==> src/rtl/special_gate_pkg.sv <==
// Shared constants for the special_gate XOR/XNOR unit.
package special_gate_pkg;

    // Default operand/result width.
    localparam int DEFAULT_WIDTH = 1;

    // Reset value of each result register bit.
    // The top replicates it to the full result width.
    localparam logic RESULT_RST_BIT = 1'b0;

endpackage : special_gate_pkg

==> src/rtl/special_gate_mux2_cell.sv <==
// 1-bit 2:1 multiplexer cell. It is the only logic primitive used to build
// the XOR/XNOR bits.
module mux2_cell (
    input  logic d0,
    input  logic d1,
    input  logic sel,
    output logic y
);

    // y selects d1 when sel is high, otherwise d0.
    assign y = sel ? d1 : d0;

endmodule : mux2_cell

==> src/rtl/special_gate.sv <==
// Registered XOR/XNOR unit.
// Operand b steers one mux per output bit between a and ~a.
// Results appear one cycle after a qualified input.
module special_gate
    import special_gate_pkg::*;
#(
    parameter int WIDTH = DEFAULT_WIDTH
) (
    input  logic             clk,
    input  logic             rst_n,
    input  logic [WIDTH-1:0] a,
    input  logic [WIDTH-1:0] b,
    output logic [WIDTH-1:0] s_xor,
    output logic [WIDTH-1:0] s_xnor,
    input  logic             in_valid,
    output logic             out_valid
);

    localparam logic [WIDTH-1:0] RESULT_RST = {WIDTH{RESULT_RST_BIT}};

    logic [WIDTH-1:0] a_n;
    logic [WIDTH-1:0] xor_comb;
    logic [WIDTH-1:0] xnor_comb;

    // Inverted data leg that is shared by both mux banks.
    assign a_n = ~a;

    // Two mux cells per bit: b selects ~a for XOR and a for XNOR.
    for (genvar i = 0; i < WIDTH; i++) begin : g_bit
        mux2_cell u_xor (
            .d0  (a[i]),
            .d1  (a_n[i]),
            .sel (b[i]),
            .y   (xor_comb[i])
        );

        mux2_cell u_xnor (
            .d0  (a_n[i]),
            .d1  (a[i]),
            .sel (b[i]),
            .y   (xnor_comb[i])
        );
    end

    // Capture the results only on qualified cycles.
    // Unqualified (possibly X) operands therefore never reach the registers.
    always_ff @(posedge clk) begin
        if (!rst_n) begin
            s_xor     <= RESULT_RST;
            s_xnor    <= RESULT_RST;
            out_valid <= 1'b0;
        end else if (in_valid) begin
            s_xor     <= xor_comb;
            s_xnor    <= xnor_comb;
            out_valid <= 1'b1;
        end else begin
            out_valid <= 1'b0;
        end
    end

endmodule : special_gate

==> config.mk <==
export PLATFORM = sky130hd
export DESIGN_NAME = special_gate
export DESIGN_NICKNAME = d
export VERILOG_FILES = /design/src/rtl/special_gate_pkg.sv /design/src/rtl/special_gate_mux2_cell.sv /design/src/rtl/special_gate.sv
export SDC_FILE = /design/constraint.sdc
export NUM_CORES = 1
export LEC_CHECK = 0
export ABC_CLOCK_PERIOD_IN_PS = 900
export BUFFER_PORTS_ARGS = -buffer_cell sky130_fd_sc_hd__buf_2
export CAP_MARGIN = 20
export CELL_PAD_IN_SITES_DETAIL_PLACEMENT = 1
export CELL_PAD_IN_SITES_GLOBAL_PLACEMENT = 1
export CORE_AREA = 2 2 39 41
export CTS_BUF_LIST = sky130_fd_sc_hd__clkbuf_2
export CTS_CLUSTER_SIZE = 28
export DETAILED_ROUTE_END_ITERATION = 7
export DIE_AREA = 0 0 41 43
export GPL_TIMING_DRIVEN = 0
export PLACE_DENSITY = 0.41
export SETUP_SLACK_MARGIN = 0.5
export SLEW_MARGIN = 30
export SYNTH_ARGS = -nofsm -noshare
export SYNTH_HDL_FRONTEND = slang
export SYNTH_SLANG_ARGS = --single-unit
export TNS_END_PERCENT = 50
==> constraint.sdc <==
create_clock -name clk -period 0.9 [get_ports clk]
set_input_delay 0.09 -clock clk [delete_from_list [all_inputs] [get_ports clk]]
set_output_delay 0.09 -clock clk [all_outputs]
set_load 0.02 [all_outputs]
==> run_results.csv, run 1 <==
group,metric,value,unit
run_status,status,"finished, final reports clean",
cells_and_area,fin_area,198,um^2
yosys,synth_cell_types,7,
timing,tightest_slew,0.192,ns
cts,insertion_delay,0.21,ns
yosys,synthCells,9,
pwr,ir_worst_vdd,213,uV
timing,timing.final.crit_share,84.7,%
global_route,first_global_vias,124,
cts,cts.path.max_buffers,2,
cts,cts_tree,"yes",
timing,finalHoldViolCount,0,
cells_and_area,drive_above_1_share,70.0,%
yosys,yosysMostFrequentCell,"dfxtp_1",
cells_and_area,nNetsFinal,26,
routing,firstDrtPassIters,2,
timing,max-slew-margin-rel,87.1,%
placement,finalWeightedCongestion,0.555,
routing,detail_route.vias_per_cell,3.14,
routing,wl_per_cell,8.03,um
routing,drt-total-wl,289,um
yosys,synth_top_family_by_area,"compound AO/OA/AOI/OAI gates",
yosys,synth-main-ff-cell,"dfxtp_1",
placement,port_buffers,7,
global_route,antenna_found_initial,0,
cells_and_area,syn_to_final_growth,92.7,%
yosys,synth.area.mux_share,0,%
yosys,ys_ff_latch,3,
setup_path,crit_required,1.00,ns
run,maxCapViolations,0,
cells_and_area,n_fill_cell,171,
yosys,syn_area,103,um^2
placement,hpwlAfterDp,224,um
setup_path,end_kind,"flop",
yosys,syn_area_per_cell,11.4,um^2
yosys,yosys_warnings,0,
cts,hold_buffers,0,
routing,drtAntennaViolNets,0,
yosys,yosysSeqAreaShare,58.5,%
cts,cts.sink_count,3,
hold_path,hold_path.class,"input pin to flop",
yosys,yosys.area_share.simple,14.6,%
pwr,powerDensity,2020,nW/um^2
timing,max_freq,1.31,GHz
yosys,synth_top_area_cell,"dfxtp_1",
timing,finalSetupViolations,0,
global_route,grt_use_total,4.81,%
floorplan,ioPinCount,8,
cts,clockRootBuffer,"clkbuf_2",
placement,dpl_cell_area,163,um^2
setup_path,crit_arrival,0.86,ns
setup_path,path_max_fanout,2,
timing,grt_setup_unrepaired,"true",
routing,vias,113,
timing,slew_viol_final,0,
setup_path,start_kind,"flop",
floorplan,initial_utilization,7.41,%
cts,htreeDepth,1,
floorplan,coreArea,1380,um^2
floorplan,die_h,43,um
yosys,synth_edf_count,0,
cells_and_area,diodes,0,
setup_path,worstSetupPathType,"flop to flop",
pwr,p_leak,0.0000911,uW
yosys,synthArstFlopShare,0,%
yosys,synth_xor_area_share,8.54,%
floorplan,dieArea,1760,um^2
cts,cts.reportedPaths.clkPinSlew,0.04,ns
global_route,grt_pass1_wl,448,um
timing,period_minus_slack,0.763,ns
yosys,synth_compound_area_share,18.3,%
cts,cts_buffers,3,
routing,drt_iter0_markers,2,
timing,finalSetupTns,0,ns
yosys,synth_fp_nets,14,
timing,fin_worst_skew,0,ns
routing,route.detailed.drc,0,
yosys,yosysTopAreaCellShare,58.5,%
yosys,synthAdderAreaFrac,0,%
global_route,overflow,0,
global_route,grt_max_degree,5,
floorplan,die_w,41,um
yosys,synthTopCellsByArea,"dfxtp_1, a22o_1, and2_4, xnor2_1, nor2b_1",
floorplan,rows,14,
[flip-flops by register name (all words and copies together) (netlist names)]
name	count
out_valid	1
s_xnor	1
s_xor	1
[power breakdown]
group / total [uW] / internal [uW] / switching, uW
Clock: 191 / 117 / 73.3
Combinational: 59.7 / 32.6 / 27.1
Sequential: 149 / 143 / 5.78
Total: 399 / 293 / 106
[path summary, 6_finish.rpt]
kind / start / slack, ns / cells after the start / to
min reg2reg: s_xor$_SDFFE_PN0P_ / 0.53 / 2 / s_xor$_SDFFE_PN0P_
max: s_xnor$_SDFFE_PN0P_ / 0.14 / 2 / s_xnor$_SDFFE_PN0P_
min: in_valid / 0.10 / 2 / s_xor$_SDFFE_PN0P_
max reg2reg: s_xnor$_SDFFE_PN0P_ / 0.14 / 2 / s_xnor$_SDFFE_PN0P_
[per-layer routing]
layer  share of wire, %  global-route usage (%)
met4                4.2                    8.00
met1                 48                    4.81
met5                  0                       0
met3                 13                    4.71
met2                 34                    3.75
[cell type report]
cell class | count | area, um^2 | share of cell area, %
Sequential cell | 3 | 65.1 | 32.9
Timing Repair Buffer | 7 | 50.0 | 25.3
Multi-Input combinational cell | 6 | 42.5 | 21.5
Clock buffer | 4 | 20.0 | 10.1
Tap cell | 16 | 20.0 | 10.1
[per-stage QoR]
stage | cells | worst slack (ns) | hold slack (ns) | utilization (%) | power (uW)
floorplan | 9 | 0.130 | 0.173 | - | 177
global placement | 32 | 0.163 | 0.305 | 11.8 | 198
detailed placement | 32 | 0.151 | 0.316 | 11.8 | 200
CTS | 36 | 0.132 | 0.0904 | 14.3 | 410
global route | 36 | 0.115 | 0.104 | 14.3 | 427
finish | 36 | 0.137 | 0.102 | 14.3 | 399
[placed cells by master (no fill, tap or decap)]
cell type  synthesis  routed
xnor2_1            1       1
o21ai_1            0       1
and2_4             1       1
buf_6              0       2
nor2b_1            1       1
dfxtp_1            3       1
buf_2              0       4
buf_4              0       1
dfxtp_4            0       1
a22o_1             1       1
a21oi_1            1       1
clkbuf_2           0       4
dfxtp_2            0       1
[kinds of logic after synthesis]
group                     after synthesis
and+or+nand+nor                         2
xor gates and xnor gates                1
AOI/OAI and AO/OA                       3
DFF                                     3
[critical path: stages, from the launching register on]
cell	delay, ns
dfxtp_4	0.34
nor2b_1	0.12
a22o_1	0.19
[timing repair]
| item | CTS | global route |
|---|---|---|
| buffers inserted | 0 | 0 |
| gates resized for setup | 5 | 0 |
| endpoints found under the hold margin | 0 | 0 |
| setup endpoints to repair | 5 | 5 |
| cloned | 0 | 0 |
Note: power is estimated with default switching activity, not from simulation.
==> run 2: changes to the inputs <==
--- a/config.mk
+++ b/config.mk
@@ -5,7 +5,7 @@
 export SDC_FILE = /design/constraint.sdc
 export NUM_CORES = 1
 export LEC_CHECK = 0
-export ABC_CLOCK_PERIOD_IN_PS = 900
+export ABC_CLOCK_PERIOD_IN_PS = 800
 export BUFFER_PORTS_ARGS = -buffer_cell sky130_fd_sc_hd__buf_2
 export CAP_MARGIN = 20
 export CELL_PAD_IN_SITES_DETAIL_PLACEMENT = 1
==> constraint.sdc (replaced) <==
create_clock -name clk -period 0.8 [get_ports clk]
set_input_delay 0.08 -clock clk [delete_from_list [all_inputs] [get_ports clk]]
set_output_delay 0.08 -clock clk [all_outputs]
set_load 0.02 [all_outputs]
==> run_results.csv, run 2 (synthesized netlist as in run 1, its figures left out) <==
group,metric,value,unit
timing,layout_setup_ws,0.0291,ns
cells_and_area,regArea,68.8,um^2
cells_and_area,fin_area,205,um^2
floorplan,coreArea,1380,um^2
setup_path,end_kind,"flop",
pwr,powerDensity,2210,nW/um^2
setup_path,crit_arrival,0.87,ns
cts,cts.path.max_buffers,2,
cts,cts_buffers,3,
cells_and_area,multi_input_area,42.5,um^2
placement,port_buffers,7,
timing,grt_setup_unrepaired,"true",
run,maxCapViolations,0,
cts,clockRootBuffer,"clkbuf_2",
routing,route.detailed.drc,0,
floorplan,die_h,43,um
cells_and_area,finalCoreUtilization,14.8,%
cts,cts_tree,"yes",
cts,htreeDepth,1,
run_status,status,"finished, final reports clean",
setup_path,slowest_stage,"dfxtp_4",
timing,timing.final.crit_share,96.4,%
placement,dp_slack,0.0375,ns
timing,tightest_slew,0.206,ns
global_route,antenna_found_initial,0,
setup_path,worstPathCellList,"nor2b_1 -> a22o_1",
cells_and_area,nNetsFinal,26,
cts,post_cts_buffers,0,
placement,finalWeightedCongestion,0.557,
floorplan,ioPinCount,8,
routing,drt_iter0_markers,1,
setup_path,crit_family,"flip-flops",
timing,finalSetupViolations,0,
timing,fin_worst_skew,0,ns
setup_path,slowest_delay,0.34,ns
cells_and_area,n_fill_cell,171,
setup_path,cp.buffers_inverters,0,
floorplan,die_w,41,um
cells_and_area,syn_to_final_growth,100,%
cells_and_area,top_regs,"out_valid: 1 flops, s_xnor: 1 flops, s_xor: 1 flops",
floorplan,dieArea,1760,um^2
timing,slew_viol_final,0,
cells_and_area,layout_common_cells,"clkbuf_2, buf_2, buf_6",
global_route,grt_max_degree,5,
cts,insertion_delay,0.21,ns
floorplan,rows,14,
cells_and_area,diodes,0,
cts,cts.sink_count,3,
routing,firstDrtPassIters,2,
setup_path,path_max_fanout,2,
hold_path,hold_path.class,"input pin to flop",
placement,dpl_cell_area,165,um^2
timing,max-slew-margin-rel,86.2,%
routing,drtAntennaViolNets,0,
routing,wl_per_cell,8.11,um
pwr,p_leak,0.0000927,uW
setup_path,worstSetupPathType,"flop to flop",
pwr,ir_worst_vdd,235,uV
global_route,grt_use_total,4.91,%
timing,finalHoldViolCount,0,
global_route,grt_pass1_wl,441,um
timing,max_freq,1.30,GHz
global_route,first_global_vias,126,
routing,vias,112,
floorplan,initial_utilization,7.41,%
setup_path,crit_required,0.90,ns
cells_and_area,drive_above_1_share,75.0,%
setup_path,start_kind,"flop",
timing,period_minus_slack,0.771,ns
global_route,overflow,0,
timing,hold_slack,0.0724,ns
routing,drt-total-wl,292,um
timing,finalSetupTns,0,ns
routing,detail_route.vias_per_cell,3.11,
cts,cts.reportedPaths.clkPinSlew,0.04,ns
-- run 2: cell counts in the layout (fill, tap and decap cells not counted) --
No cell type changed its count.
-- run 2: worst paths after layout --
check	startpoint	to	slack, ns	cells past startpoint
max	s_xnor$_SDFFE_PN0P_	s_xnor$_SDFFE_PN0P_	0.03	2
min	in_valid	s_xor$_SDFFE_PN0P_	0.07	2
max reg2reg	s_xnor$_SDFFE_PN0P_	s_xnor$_SDFFE_PN0P_	0.03	2
min reg2reg	s_xor$_SDFFE_PN0P_	s_xor$_SDFFE_PN0P_	0.52	2
-- run 2: stage by stage --
step           total power [uW]  instances
4_1_cts                     462         36
3_5_place_dp                224         32
6_report                    453         36
3_3_place_gp                222         32
2_1_floorplan               197          9
5_1_grt                     485         36
-- run 2: power by group --
| group | internal [uW] | switching, uW |
|---|---|---|
| clock | 132 | 85.2 |
| sequential | 160 | 6.67 |
| combinational | 38.3 | 30.4 |
-- run 2: per-layer routing --
metal	wire length (um)	vias up	GRT usage [%]
met5	0	-	0
met2	97	10	4.38
met1	128	45	3.51
li1	-	53	-
met3	39	4	4.71
met4	27	0	10.0
-- run 2: layout make-up --
| class | instances | share of cell area, % |
|---|---|---|
| clock buffer | 4 | 9.76 |
| timing repair buffer | 7 | 26.2 |
| multi-input combinational | 6 | 20.7 |
| tap | 16 | 9.76 |
| sequential | 3 | 33.5 |
-- run 2: worst reg2reg max path: cells and delay by family (launching register included) --
| family | cells | cell delay, ns |
|---|---|---|
| AOI/OAI and AO/OA | 1 | 0.20 |
| DFF | 1 | 0.34 |
| and+or+nand+nor | 1 | 0.13 |
-- run 2: what timing repair did --
action,CTS,global route
endpoints found under the hold margin,0,0
hold buffers,0,0
setup endpoints to repair,5,5
resized for setup,4,3
==> run 3: changes to the inputs <==
--- a/config.mk
+++ b/config.mk
@@ -11,7 +11,6 @@
 export CELL_PAD_IN_SITES_DETAIL_PLACEMENT = 1
 export CELL_PAD_IN_SITES_GLOBAL_PLACEMENT = 1
 export CORE_AREA = 2 2 39 41
-export CTS_BUF_LIST = sky130_fd_sc_hd__clkbuf_2
 export CTS_CLUSTER_SIZE = 28
 export DETAILED_ROUTE_END_ITERATION = 7
 export DIE_AREA = 0 0 41 43
==> run_results.csv, run 3 (synthesized netlist as in run 1, its figures left out) <==
group,metric,value,unit
hold_path,hold_path.class,"input pin to flop",
hold_path,whs_path_depth,2,
global_route,grt_max_degree,5,
timing,finalSetupTns,0,ns
cells_and_area,n_fill_cell,171,
pwr,p_leak,0.0000910,uW
cells_and_area,top_regs,"out_valid: 1 flops, s_xnor: 1 flops, s_xor: 1 flops",
cts,cts_buffers,3,
cells_and_area,drive_above_1_share,70.0,%
cts,htreeDepth,1,
floorplan,ioPinCount,8,
setup_path,crit_required,0.72,ns
setup_path,worstSetupPathType,"flop to output port",
cells_and_area,final_common_cell,"buf_2",
setup_path,r2r_end,"s_xnor$_SDFFE_PN0P_",
setup_path,path_depth,1,
cts,clockRootBuffer,"clkbuf_4",
timing,hold_slack,0.0520,ns
timing,period_minus_slack,0.772,ns
setup_path,path_max_fanout,2,
routing,firstDrtPassIters,2,
pwr,ir_worst_vdd,410,uV
setup_path,start_kind,"flop",
setup_path,end_kind,"output port",
timing,slew_viol_final,0,
setup_path,r2r_start,"s_xnor$_SDFFE_PN0P_",
timing,timing.final.crit_share,96.5,%
setup_path,worstPathCellList,"buf_6",
setup_path,crit_family,"flip-flops",
global_route,antenna_found_initial,0,
routing,detail_route.vias_per_cell,3.17,
setup_path,cp.buffers_inverters,1,
setup_path,r2r_setup_slack,0.03,ns
cells_and_area,syn_to_final_growth,106,%
cts,post_cts_buffers,0,
floorplan,coreArea,1380,um^2
cts,insertion_delay,0.23,ns
timing,finalHoldViolCount,0,
placement,port_buffers,7,
cells_and_area,nNetsFinal,26,
floorplan,die_h,43,um
setup_path,slowest_delay,0.33,ns
timing,finalSetupViolations,0,
routing,drtAntennaViolNets,0,
routing,drt_iter0_markers,1,
routing,drt-total-wl,281,um
global_route,grt_use_total,4.61,%
floorplan,rows,14,
run,maxCapViolations,0,
cells_and_area,layout_common_cells,"buf_2, clkbuf_4, buf_6",
hold_path,hold_path_end,"s_xor$_SDFFE_PN0P_",
setup_path,slowest_stage,"dfxtp_4",
floorplan,initial_utilization,7.41,%
timing,max_freq,1.30,GHz
floorplan,dieArea,1760,um^2
cts,cts.path.max_buffers,2,
cells_and_area,fin_area,211,um^2
global_route,overflow,0,
floorplan,die_w,41,um
setup_path,reg2reg_depth,2,
cts,cts.reportedPaths.clkPinSlew,0.04,ns
timing,layout_setup_ws,0.0282,ns
timing,tightest_slew,0.206,ns
global_route,first_global_vias,125,
placement,finalWeightedCongestion,0.557,
run_status,status,"finished, final reports clean",
timing,fin_worst_skew,0,ns
setup_path,crit_arrival,0.69,ns
pwr,total_power,504,uW
placement,dp_slack,0.0375,ns
pwr,powerDensity,2380,nW/um^2
routing,wl_per_cell,7.81,um
timing,grt_setup_unrepaired,"true",
cells_and_area,diodes,0,
routing,route.detailed.drc,0,
routing,vias,114,
hold_path,hp-start,"in_valid",
timing,max-slew-margin-rel,86.2,%
placement,dpl_cell_area,165,um^2
global_route,grt_pass1_wl,427,um
cts,cts.sink_count,3,
cts,cts_tree,"yes",
==> run 3: metal layers <==
layer | vias up | part of all wire (%) | global-route usage (%)
met1 | 46 | 43 | 3.51
met5 | - | 0 | 0
li1 | 54 | - | -
met2 | 10 | 32 | 4.38
met3 | 4 | 16 | 4.71
met4 | 0 | 8.5 | 8.00
==> run 3: how the worst max path moves through the flow <==
stage                                   start             endpoint  slack [ns]
final                     s_xnor$_SDFFE_PN0P_               s_xnor        0.03
after global placement    s_xnor$_SDFFE_PN0P_  s_xnor$_SDFFE_PN0P_        0.06
after floorplan           s_xnor$_SDFFE_PN0P_  s_xnor$_SDFFE_PN0P_        0.03
after detailed placement  s_xnor$_SDFFE_PN0P_  s_xnor$_SDFFE_PN0P_        0.04
after global routing       s_xor$_SDFFE_PN0P_                s_xor       0.004
after CTS                  s_xor$_SDFFE_PN0P_                s_xor        0.02
==> run 3: report_power, final <==
group | internal, uW | switching (uW)
combinational | 38.3 | 30.3
sequential | 160 | 6.64
clock | 187 | 80.8
==> run 3: cell type report <==
type | count | area (um^2) | area share (%)
Clock buffer | 4 | 26.3 | 12.4
Multi-Input combinational cell | 6 | 42.5 | 20.1
Sequential cell | 3 | 68.8 | 32.5
Tap cell | 16 | 20.0 | 9.47
Timing Repair Buffer | 7 | 53.8 | 25.4
==> run 3: timing repair <==
item | in CTS | in global routing
gates cloned | 0 | 0
hold buffers | 0 | 0
pin swaps | 0 | 0
gates resized for setup | 4 | 3
endpoints found under the setup margin | 5 | 5
==> run 3: through the flow <==
step           utilization, %  std cells
6_report                 15.3         36
5_1_grt                  15.3         36
4_1_cts                  14.7         36
3_5_place_dp             11.9         32
3_3_place_gp             11.9         32
2_1_floorplan               -          9
